**src/rtl/taylor_cos_arbiter_if.sv**
```systemverilog
// Bundles the requester-side and engine-side signals of the cosine arbiter.
// No logic or latency; this only wires the signals together.
// Backpressure is carried by the req level / ack pulse pair and by the engine ready.
interface taylor_cos_arbiter_if #(
   parameter int W    = 24,
   parameter int NREQ = 4
);
   logic [NREQ-1:0]   req;
   logic [NREQ*W-1:0] req_angle;
   logic [NREQ-1:0]   ack;
   logic [NREQ-1:0]   done;
   logic [W-1:0]      result;
   logic              err;
   logic              busy;
   logic              eng_start;
   logic [W-1:0]      eng_angle;
   logic              eng_ready;
   logic [W-1:0]      eng_result;

   // Arbiter view.
   modport slave (
      input  req, req_angle, eng_ready, eng_result,
      output ack, done, result, err, busy, eng_start, eng_angle
   );

   // Client and engine view.
   modport master (
      output req, req_angle, eng_ready, eng_result,
      input  ack, done, result, err, busy, eng_start, eng_angle
   );
endinterface

```
**src/rtl/taylor_cos_arbiter.sv**
```systemverilog
// Round-robin share of one TaylorSeries cosine engine between NREQ requesters.
// Latency: ack at t, done at t+9 with engine idle in S7 (t+8 right after reset); one op per 10 cycles.
// Backpressure: req is held until ack; requests are only arbitrated in IDLE and wait otherwise.
module taylor_cos_arbiter #(
   parameter int W          = 24,
   parameter int NREQ       = 4,
   parameter int LAUNCH_CYC = 3,
   parameter int TIMEOUT    = 64
) (
   input logic                 clock,
   input logic                 reset,
   taylor_cos_arbiter_if.slave bus
);
   localparam int IW = (NREQ > 1) ? $clog2(NREQ) : 1;
   localparam int CW = $clog2(TIMEOUT + 1);
   localparam int LW = $clog2(LAUNCH_CYC + 1);

   localparam logic [1:0] S_IDLE    = 2'd0;
   localparam logic [1:0] S_LAUNCH  = 2'd1;
   localparam logic [1:0] S_WAIT    = 2'd2;
   localparam logic [1:0] S_DELIVER = 2'd3;

   logic [1:0]    state;
   logic [IW-1:0] rr_ptr;
   logic [IW-1:0] owner;
   logic          ready_q;
   logic [CW-1:0] cnt;
   logic [LW-1:0] lcnt;
   logic          tmo;
   logic [W-1:0]  result_r;
   logic [W-1:0]  eng_angle_r;

   logic          grant_vld;
   logic [IW-1:0] grant_idx;
   logic [IW-1:0] cand;

   // Round-robin search starting just after the last winner; lowest offset wins.
   always_comb begin
      grant_vld = 1'b0;
      grant_idx = '0;
      cand      = '0;
      for (int k = NREQ; k >= 1; k--) begin
         cand = IW'((int'(rr_ptr) + k) % NREQ);
         if (bus.req[cand]) begin
            grant_vld = 1'b1;
            grant_idx = cand;
         end
      end
   end

   // Outputs are decoded from state; reset forces them quiet in the cycle it is sampled.
   assign bus.ack       = (state == S_IDLE && grant_vld && !reset) ? (NREQ'(1) << grant_idx) : '0;
   assign bus.done      = (state == S_DELIVER && !reset) ? (NREQ'(1) << owner) : '0;
   assign bus.err       = (state == S_DELIVER) && tmo && !reset;
   assign bus.busy      = (state != S_IDLE) && !reset;
   assign bus.eng_start = (state == S_LAUNCH) && !reset;
   assign bus.result    = result_r;
   assign bus.eng_angle = eng_angle_r;

   // Operation sequencer: grant, hold start, wait for a fresh ready edge or time out, deliver.
   always_ff @(posedge clock) begin
      if (reset) begin
         state       <= S_IDLE;
         rr_ptr      <= IW'(NREQ - 1);
         owner       <= '0;
         ready_q     <= 1'b0;
         cnt         <= '0;
         lcnt        <= '0;
         tmo         <= 1'b0;
         result_r    <= '0;
         eng_angle_r <= '0;
      end else begin
         ready_q <= bus.eng_ready;
         case (state)
            S_IDLE: begin
               if (grant_vld) begin
                  eng_angle_r <= bus.req_angle[grant_idx*W +: W];
                  owner       <= grant_idx;
                  rr_ptr      <= grant_idx;
                  lcnt        <= '0;
                  state       <= S_LAUNCH;
               end
            end
            S_LAUNCH: begin
               if (lcnt == LW'(LAUNCH_CYC - 1)) begin
                  cnt   <= '0;
                  state <= S_WAIT;
               end else begin
                  lcnt <= lcnt + LW'(1);
               end
            end
            S_WAIT: begin
               // A ready level left over from the previous op never counts; only a new edge does.
               if (bus.eng_ready && !ready_q) begin
                  result_r <= bus.eng_result;
                  state    <= S_DELIVER;
               end else if (cnt == CW'(TIMEOUT)) begin
                  result_r <= '0;
                  tmo      <= 1'b1;
                  state    <= S_DELIVER;
               end else begin
                  cnt <= cnt + CW'(1);
               end
            end
            S_DELIVER: begin
               tmo   <= 1'b0;
               state <= S_IDLE;
            end
            default: state <= S_IDLE;
         endcase
      end
   end
endmodule
```
**src/flat_wrapper.sv**
```systemverilog
// flat-port wrapper written by rule: the top's interface ports become plain ports
module taylor_cos_arbiter_flat 
#(
   parameter int W          = 24,
   parameter int NREQ       = 4,
   parameter int LAUNCH_CYC = 3,
   parameter int TIMEOUT    = 64
)
  (clock, reset, bus_req, bus_req_angle, bus_eng_ready, bus_eng_result, bus_ack, bus_done, bus_result, bus_err, bus_busy, bus_eng_start, bus_eng_angle);
  taylor_cos_arbiter_if #(.W(W), .NREQ(NREQ)) bus_i ();
  input logic clock;
  input logic reset;
  input wire logic [$bits(bus_i.req)-1:0] bus_req;
  input wire logic [$bits(bus_i.req_angle)-1:0] bus_req_angle;
  input wire logic [$bits(bus_i.eng_ready)-1:0] bus_eng_ready;
  input wire logic [$bits(bus_i.eng_result)-1:0] bus_eng_result;
  output wire logic [$bits(bus_i.ack)-1:0] bus_ack;
  output wire logic [$bits(bus_i.done)-1:0] bus_done;
  output wire logic [$bits(bus_i.result)-1:0] bus_result;
  output wire logic [$bits(bus_i.err)-1:0] bus_err;
  output wire logic [$bits(bus_i.busy)-1:0] bus_busy;
  output wire logic [$bits(bus_i.eng_start)-1:0] bus_eng_start;
  output wire logic [$bits(bus_i.eng_angle)-1:0] bus_eng_angle;
  assign bus_i.req = bus_req;
  assign bus_i.req_angle = bus_req_angle;
  assign bus_i.eng_ready = bus_eng_ready;
  assign bus_i.eng_result = bus_eng_result;
  assign bus_ack = bus_i.ack;
  assign bus_done = bus_i.done;
  assign bus_result = bus_i.result;
  assign bus_err = bus_i.err;
  assign bus_busy = bus_i.busy;
  assign bus_eng_start = bus_i.eng_start;
  assign bus_eng_angle = bus_i.eng_angle;
  taylor_cos_arbiter #(.W(W), .NREQ(NREQ), .LAUNCH_CYC(LAUNCH_CYC), .TIMEOUT(TIMEOUT)) u_core (.clock(clock), .reset(reset), .bus(bus_i));
endmodule
```
**config.mk**
```make
export PLATFORM = sky130hd
export DESIGN_NAME = taylor_cos_arbiter_flat
export DESIGN_NICKNAME = d
export VERILOG_FILES = /design/src/rtl/taylor_cos_arbiter_if.sv /design/src/rtl/taylor_cos_arbiter.sv /design/src/flat_wrapper.sv
export SDC_FILE = /design/constraint.sdc
export NUM_CORES = 1
export LEC_CHECK = 0
export CORE_AREA = 2 2 76 78
export DETAILED_ROUTE_END_ITERATION = 10
export DIE_AREA = 0 0 78 80
export DONT_BUFFER_PORTS = 1
export GPL_TIMING_DRIVEN = 0
export PLACE_DENSITY = 0.84
export RECOVER_POWER = 100
export SYNTH_ARGS = -nofsm -noshare
export SYNTH_HDL_FRONTEND = slang
export SYNTH_SLANG_ARGS = --single-unit
export TNS_END_PERCENT = 100
```
**constraint.sdc**
```tcl
create_clock -name clock -period 2.4 [get_ports clock]
set_input_delay 0.48 -clock clock [delete_from_list [all_inputs] [get_ports clock]]
set_output_delay 0.48 -clock clock [all_outputs]
set_load 0.01 [all_outputs]
```
==> flow_summary.toml, run 1 <==
[yosys]
netlist_area_um2 = 3280
synth-seq-cells = 65
yosys_warnings = 0
ys_seq_area_frac = 0.397
async_flop_share = 0
synthDistinctLibCells = 45
synth_fp_nets = 487
synth_area_per_cell_um2 = 9.32
syn_inst = 352
synth_top_flop_cell = "dfxtp_1"
synth-edff-count = 0

[grt]
grt_pass1_wl_um = 12700
track_usage = 0.259
grt_antenna_before_repair = 0
first_global_vias = 2616
overflow = 0
grt_max_degree = 14

[cts]
cts_tree = "built"
clock_path_buffers = 2
cts.root.buffer_cell = "clkbuf_8"
numClockSinks = 65
htreeDepth = 3
path_clk_slew_ns = 0.08
clock_latency_ns = 0.34
numCtsBuffers = 9
hold_buffers = 0

[layout]
final_cell_mix = "64 x dfxtp_1, 50 x mux2i_1, 43 x nor2_1"
layout.nets = 499
drive_gt1_frac = 0.119
n_antenna_cell = 0
regArea_um2 = 1300
fillerInstances = 443
multiInputGateArea_um2 = 1840
final_util = 0.676
layout_commonest_cell = "dfxtp_1"
syn_to_final_growth_pct = 11.4

[sta]
maxSlewHeadroom = 0.647
clock_skew_ns = 0.00746
holdWs_ns = 0.273
drv_slew = 0
fmax_mhz = 428
setup_violations = 0
period_needed_ns = 2.34
finalCritPeriodShare = 0.973
max_slew.worst_pin.slew_ns = 0.525
hold_viol_final = 0

[place]
buffer_ports.inserted = 0
place.gp.congestion = 0.807
hpwl_um = 6260

[die]
ios = 186
die_w_um = 78
start_util = 0.607
placementRows = 27
fp.dieH_um = 80
dieArea_um2 = 6240
core-area_um2 = 5410

[routing]
final_antenna_net_count = 0
routedWlPerCell_um = 19.0
vias_per_cell = 6.30
drc = 0
drt_iter0_drc = 105
route.vias.total = 2778
firstDrtPassIters = 4
totalWireLength_um = 8360

[power_and_ir_drop]
leakage_nw = 1.49
ir_worst_vdd_v = 0.000547
finalPower_mw = 4.25
p_per_area_nw_per_um2 = 1160

[critical_path]
crit_type = "reg -> out"
crit_required_ns = 1.92
cp-start-kind = "register"
cp.arrival_ns = 1.86
end_kind = "primary output"
critPathMaxFanout = 10

[job]
drv_cap = 0

[worst_hold_path]
hp-class = "in -> reg"

[outcome]
status = "finished clean"
-- per-layer routing --
metal	track usage	share of wire
met1	0.291	0.38
met2	0.458	0.53
met3	0.0622	0.072
met4	0.128	0.017
met5	0	0
-- metrics by stage --
step                setup WS, ns  TNS [ns]  cells  cell area (µm²)
finish                    0.0637         0    441             3650
global route             -0.0265   -0.0265    441             3650
CTS                      -0.0924   -0.0924    440             3620
detailed placement       -0.0215   -0.0215    424             3370
global placement          0.0382         0    424             3370
floorplan                  0.238         0    352             3280
-- cell type report --
class | instances | area share
inverter | 8 | 0.00822
timing repair buffer | 3 | 0.00616
tap | 72 | 0.0246
clock buffer | 9 | 0.0339
multi-input combinational | 251 | 0.503
sequential | 65 | 0.356
clock inverter | 7 | 0.0212
buffer | 26 | 0.0466
-- cells by family after synthesis --
kind of cell,Yosys count,synth area share
buffers and inverters,36,0.0603
and+or+nand+nor,92,0.138
DFF,65,0.397
adders and majority gates,8,0.0305
xor gates and xnor gates,6,0.0160
AOI/OAI and AO/OA,95,0.206
muxes,50,0.153
-- cells in the mapped netlist, types with 2 or more instances --
master	count	area share
inv_1	8	0.0092
nor4_1	2	0.0038
nand3_1	5	0.0076
nand2_1	10	0.011
nand4_1	2	0.0038
buf_6	3	0.010
buf_2	5	0.0076
and3_1	5	0.0095
nand2b_1	5	0.0095
xor2_1	5	0.013
nor3_1	2	0.0031
buf_8	2	0.0092
a221oi_1	23	0.061
ha_1	8	0.031
buf_4	3	0.0069
clkbuf_1	14	0.016
nor2_1	44	0.050
o21ai_1	2	0.0031
a211oi_1	4	0.0092
a22oi_1	24	0.055
nor2b_1	4	0.0076
nor3b_1	3	0.0069
and2_1	2	0.0038
o21ai_0	26	0.040
mux2i_1	50	0.15
dfxtp_1	65	0.40
a21oi_1	7	0.011
and3b_1	2	0.0053
-- flip-flops by register name, summed over array words and instances, names as in the netlist --
signal,flops
u_core.bus.eng_angle,24
u_core.cnt,7
u_core.owner,2
u_core.bus.result,24
u_core.rr_ptr,2
u_core.tmo,1
u_core.ready_q,1
u_core.lcnt,2
u_core.state,2
-- repair_timing --
item	in CTS	in global routing
pin swaps	2	3
buffers inserted	1	2
gates resized for setup	10	6
setup endpoints to repair	3	4
-- worst max-delay path: stages, from the launching register on --
cell and delay [ns]:
dfxtp_2 0.36, o21a_1 0.14, a211oi_4 0.33, and2_4 0.20, buf_6 0.14, buf_8 0.14
nand2_1 0.06, nor2_2 0.15
-- where the power goes --
group	internal (mW)	switching [mW]
registers	1.35	0.312
clock network	0.490	0.461
logic	0.721	0.911
total	2.56	1.68
-- worst paths after layout --
kind                    startpoint              to  slack [ns]  cells after the start
setup / recovery  u_core.rr_ptr[1]      bus_ack[3]        0.06                      7
hold / removal       bus_eng_ready  u_core.ready_q        0.27                      1
setup reg to reg   u_core.state[0]   u_core.cnt[0]        0.23                      9
hold reg to reg         u_core.tmo      u_core.tmo        0.48                      2
Power figures use the tool's default switching activity.
==> run 2, diff against run 1 <==
CORE_AREA = 2 2 94 96   (was 2 2 76 78)
DIE_AREA = 0 0 96 98   (was 0 0 78 80)
HOLD_SLACK_MARGIN = 0.05   (was not set)
PLACE_DENSITY = 0.61   (was 0.84)
==> flow_summary.toml, run 2 (synthesis gave the netlist of run 1 again) <==
[sta]
rsz0062_at_grt = "true"
setup_violations = 0
finalCritPeriodShare = 0.960
fmax_mhz = 434
clock_skew_ns = 0.0163
maxSlewHeadroom = 0.622
hold_viol_final = 0
max_slew.worst_pin.slew_ns = 0.566
drv_slew = 0
fin_ws_ns = 0.0963
setup_tns_ns = 0
period_needed_ns = 2.30

[grt]
grt_pass1_wl_um = 12500
grt_max_degree = 15
track_usage = 0.170
first_global_vias = 2472
overflow = 0
grt_antenna_before_repair = 0

[die]
core-area_um2 = 8470
dieArea_um2 = 9410
ios = 186
placementRows = 34
fp.dieH_um = 98
die_w_um = 96
start_util = 0.387

[place]
place.gp.congestion = 0.757
post-place-ws_ns = -0.0343
hpwl_um = 6360
buffer_ports.inserted = 0

[routing]
routedWlPerCell_um = 17.8
totalWireLength_um = 8530
vias_per_cell = 5.70
firstDrtPassIters = 4
drc = 0
drt_iter0_drc = 119
route.vias.total = 2731
final_antenna_net_count = 0

[layout]
layout.nets = 501
n_antenna_cell = 0
layout_commonest_cell = "dfxtp_1"
final_cell_mix = "65 x dfxtp_1, 50 x mux2i_1, 43 x nor2_1"
syn_to_final_growth_pct = 13.1
drive_gt1_frac = 0.116
final_util = 0.438

[critical_path]
end_kind = "primary output"
worstPathCellList = "nand2b_4 -> a211oi_4 -> and2_1 -> buf_6 -> buf_8 -> nand2_1 -> nor2_2"
critPathMaxFanout = 10
cp.arrival_ns = 1.82
crit_required_ns = 1.92
slowest_delay_ns = 0.35
crit_slowest_cell = "dfxtp_1"
cp_top_family = "simple AND/OR/NAND/NOR gates"
crit_type = "reg -> out"
cp_num_buf_inv = 2
cp-start-kind = "register"

[power_and_ir_drop]
p_per_area_nw_per_um2 = 1150
ir_worst_vdd_v = 0.000421
finalPower_mw = 4.27
leakage_nw = 1.49

[cts]
cts.root.buffer_cell = "clkbuf_8"
hold_buffers = 0
path_clk_slew_ns = 0.09
numCtsBuffers = 9
clock_path_buffers = 2
htreeDepth = 3
cts_tree = "built"
clock_latency_ns = 0.34
numClockSinks = 65

[job]
drv_cap = 0

[worst_hold_path]
hp-class = "in -> reg"

[outcome]
status = "finished clean"
run 2: cell count changes in the layout (fill, tap and decap cells not counted), sizes merged:
cell | previous run | this run
clkbuf | 23 | 26
clkinv | 2 | 0
clkinvlp | 1 | 2
inv | 11 | 12
buf | 15 | 14
run 2: power breakdown:
group / leakage [nW] / switching, mW / internal (mW)
logic: 0.863 / 0.916 / 0.714
registers: 0.533 / 0.304 / 1.35
clock network: 0.0988 / 0.490 / 0.498
run 2: path summary, 6_finish.rpt:
kind                                       end  slack [ns]  cells past startpoint        startpoint
worst min register to register      u_core.tmo        0.50                      2        u_core.tmo
worst min-delay path            u_core.ready_q        0.26                      1     bus_eng_ready
worst max-delay path                bus_ack[3]         0.1                      7  u_core.rr_ptr[0]
worst max register to register   u_core.cnt[0]        0.21                      9   u_core.state[0]
run 2: per-layer routing:
metal,up-vias,GRT usage,wire length (µm)
met5,-,0,0
met4,0,0.0681,184
met3,13,0.0401,627
met2,115,0.289,4240
met1,1276,0.203,3470
li1,1327,-,-
run 2: final cells by class:
| type | count | area, µm² |
|---|---|---|
| Buffer | 27 | 174 |
| Clock buffer | 9 | 124 |
| Clock inverter | 7 | 82.6 |
| Fill cell | 841 | 4760 |
| Inverter | 8 | 30.0 |
| Multi-Input combinational cell | 251 | 1840 |
| Sequential cell | 65 | 1300 |
| Tap cell | 108 | 135 |
| Timing Repair Buffer | 4 | 27.5 |
run 2: through the flow:
step | cells | instance area, µm² | hold slack (ns)
final | 479 | 3710 | 0.261
after global routing | 479 | 3710 | 0.270
after CTS | 477 | 3680 | 0.242
after detailed placement | 460 | 3410 | 0.482
after global placement | 460 | 3410 | 0.477
after floorplan | 352 | 3280 | 0.454
run 2: repair_timing:
item / CTS / global route
endpoints found under the setup margin: 3 / 3
endpoints found under the hold margin: 0 / 0
pin swaps: 2 / 1
setup buffers: 2 / 2
gates resized for setup: 11 / 5
==> run 3, diff against run 2 <==
CORE_AREA = 2 2 95 97   (was 2 2 94 96)
DIE_AREA = 0 0 97 99   (was 0 0 96 98)
DONT_BUFFER_PORTS = not set   (was 1)
PLACE_DENSITY = 0.88   (was 0.61)
==> flow_summary.toml, run 3 (synthesis gave the netlist of run 1 again) <==
[grt]
grt_pass1_wl_um = 17600
first_global_vias = 3603
grt_antenna_before_repair = 0
grt_max_degree = 11
track_usage = 0.224
overflow = 0

[sta]
hold_viol_final = 0
fmax_mhz = 426
clock_skew_ns = 0.00637
max_slew.worst_pin.slew_ns = 0.512
period_needed_ns = 2.35
rsz0062_at_grt = "false"
finalCritPeriodShare = 0.978
setup_violations = 0
maxSlewHeadroom = 0.656
drv_slew = 0
holdWs_ns = 0.495

[layout]
drive_gt1_frac = 0.105
layout_commonest_cell = "clkdlybuf4s50_1"
syn_to_final_growth_pct = 70.2
instances_no_fill = 670
finalInstanceArea_um2 = 5580
n_antenna_cell = 0
final_cell_mix = "122 x clkdlybuf4s50_1, 63 x dfxtp_1, 50 x mux2i_1"
layout.nets = 692
fillerInstances = 691

[place]
place_area_um2 = 5270
dp.cells = 645
place.gp.congestion = 0.897
buffer_ports.inserted = 185
hpwl_um = 8610

[cts]
path_clk_slew_ns = 0.06
clock_latency_ns = 0.33
hold_buffers = 0
numCtsBuffers = 9
cts_tree = "built"
clock_path_buffers = 2
numClockSinks = 65
cts.root.buffer_cell = "clkbuf_8"
htreeDepth = 3

[routing]
vias_per_cell = 5.38
drt_iter0_drc = 130
firstDrtPassIters = 5
route.vias.total = 3606
drc = 0
final_antenna_net_count = 0
totalWireLength_um = 11400
routedWlPerCell_um = 17.1

[die]
ios = 186
placementRows = 34
start_util = 0.384
core-area_um2 = 8550
die_w_um = 97
dieArea_um2 = 9600
fp.dieH_um = 99

[critical_path]
crit_required_ns = 1.92
crit_path_start = "bus_req[2]"
cp-start-kind = "input pin"
critPathMaxFanout = 5
crit_type = "in -> out"
r2r-start = "u_core.rr_ptr[0]"
cp.arrival_ns = 1.87
end_kind = "primary output"

[power_and_ir_drop]
p_per_area_nw_per_um2 = 857
ir_worst_vdd_v = 0.000407
leakage_nw = 2.40
finalPower_mw = 4.78

[outcome]
status = "finished clean"

[worst_hold_path]
hp-class = "reg -> reg"
min_from = "u_core.cnt[1]"

[job]
drv_cap = 0
run 3: worst paths after layout:
check                                  to  slack, ns  depth (start not counted)
hold reg to reg             u_core.cnt[1]       0.49                          2
setup reg to reg  u_core.bus.eng_angle[0]       0.19                          8
hold / removal              u_core.cnt[1]       0.49                          2
setup / recovery               bus_ack[1]       0.05                          8
run 3: area by class of cell:
class,count,area (µm²),area share
multi-input cells,251,1860,0.333
plain buffers,26,174,0.0312
repair buffers,196,1900,0.341
flip-flops and latches,65,1310,0.234
well taps,108,135,0.0242
inverters,8,30.0,0.00538
clock buffers,13,159,0.0285
clock inverters,3,15.0,0.00269
run 3: power breakdown:
group	switching (mW)	total, mW	internal [mW]
clock network	0.403	0.831	0.427
logic	1.20	2.43	1.23
registers	0.163	1.52	1.35
run 3: critical path, stage by stage:
cell	delay, ns
dlygate4sd2_1	0.29
nand2b_1	0.17
a21oi_2	0.16
a211oi_2	0.05
buf_6	0.14
buf_4	0.15
nor4_2	0.25
buf_2	0.17
run 3: timing repair:
| item | CTS | global route |
|---|---|---|
| gates resized for setup | 54 | 7 |
| buffers inserted | 7 | 4 |
| pin swaps | 4 | 1 |
| endpoints found under the setup margin | 11 | 4 |
run 3: metrics by stage:
stage	worst slack, ns	utilization	TNS (ns)
detailed placement	-0.973	0.616	-6.90
CTS	0.0197	0.649	0
floorplan	0.238	-	0
global placement	-0.945	0.616	-5.58
global route	0.00404	0.653	0
finish	0.0528	0.653	0
run 3: metal layers:
layer | wire (µm) | track usage | vias up
met2 | 5890 | 0.413 | 165
li1 | - | - | 1707
met3 | 953 | 0.0745 | 23
met4 | 204 | 0.0553 | 0
met1 | 4380 | 0.248 | 1711
met5 | 0 | 0 | -
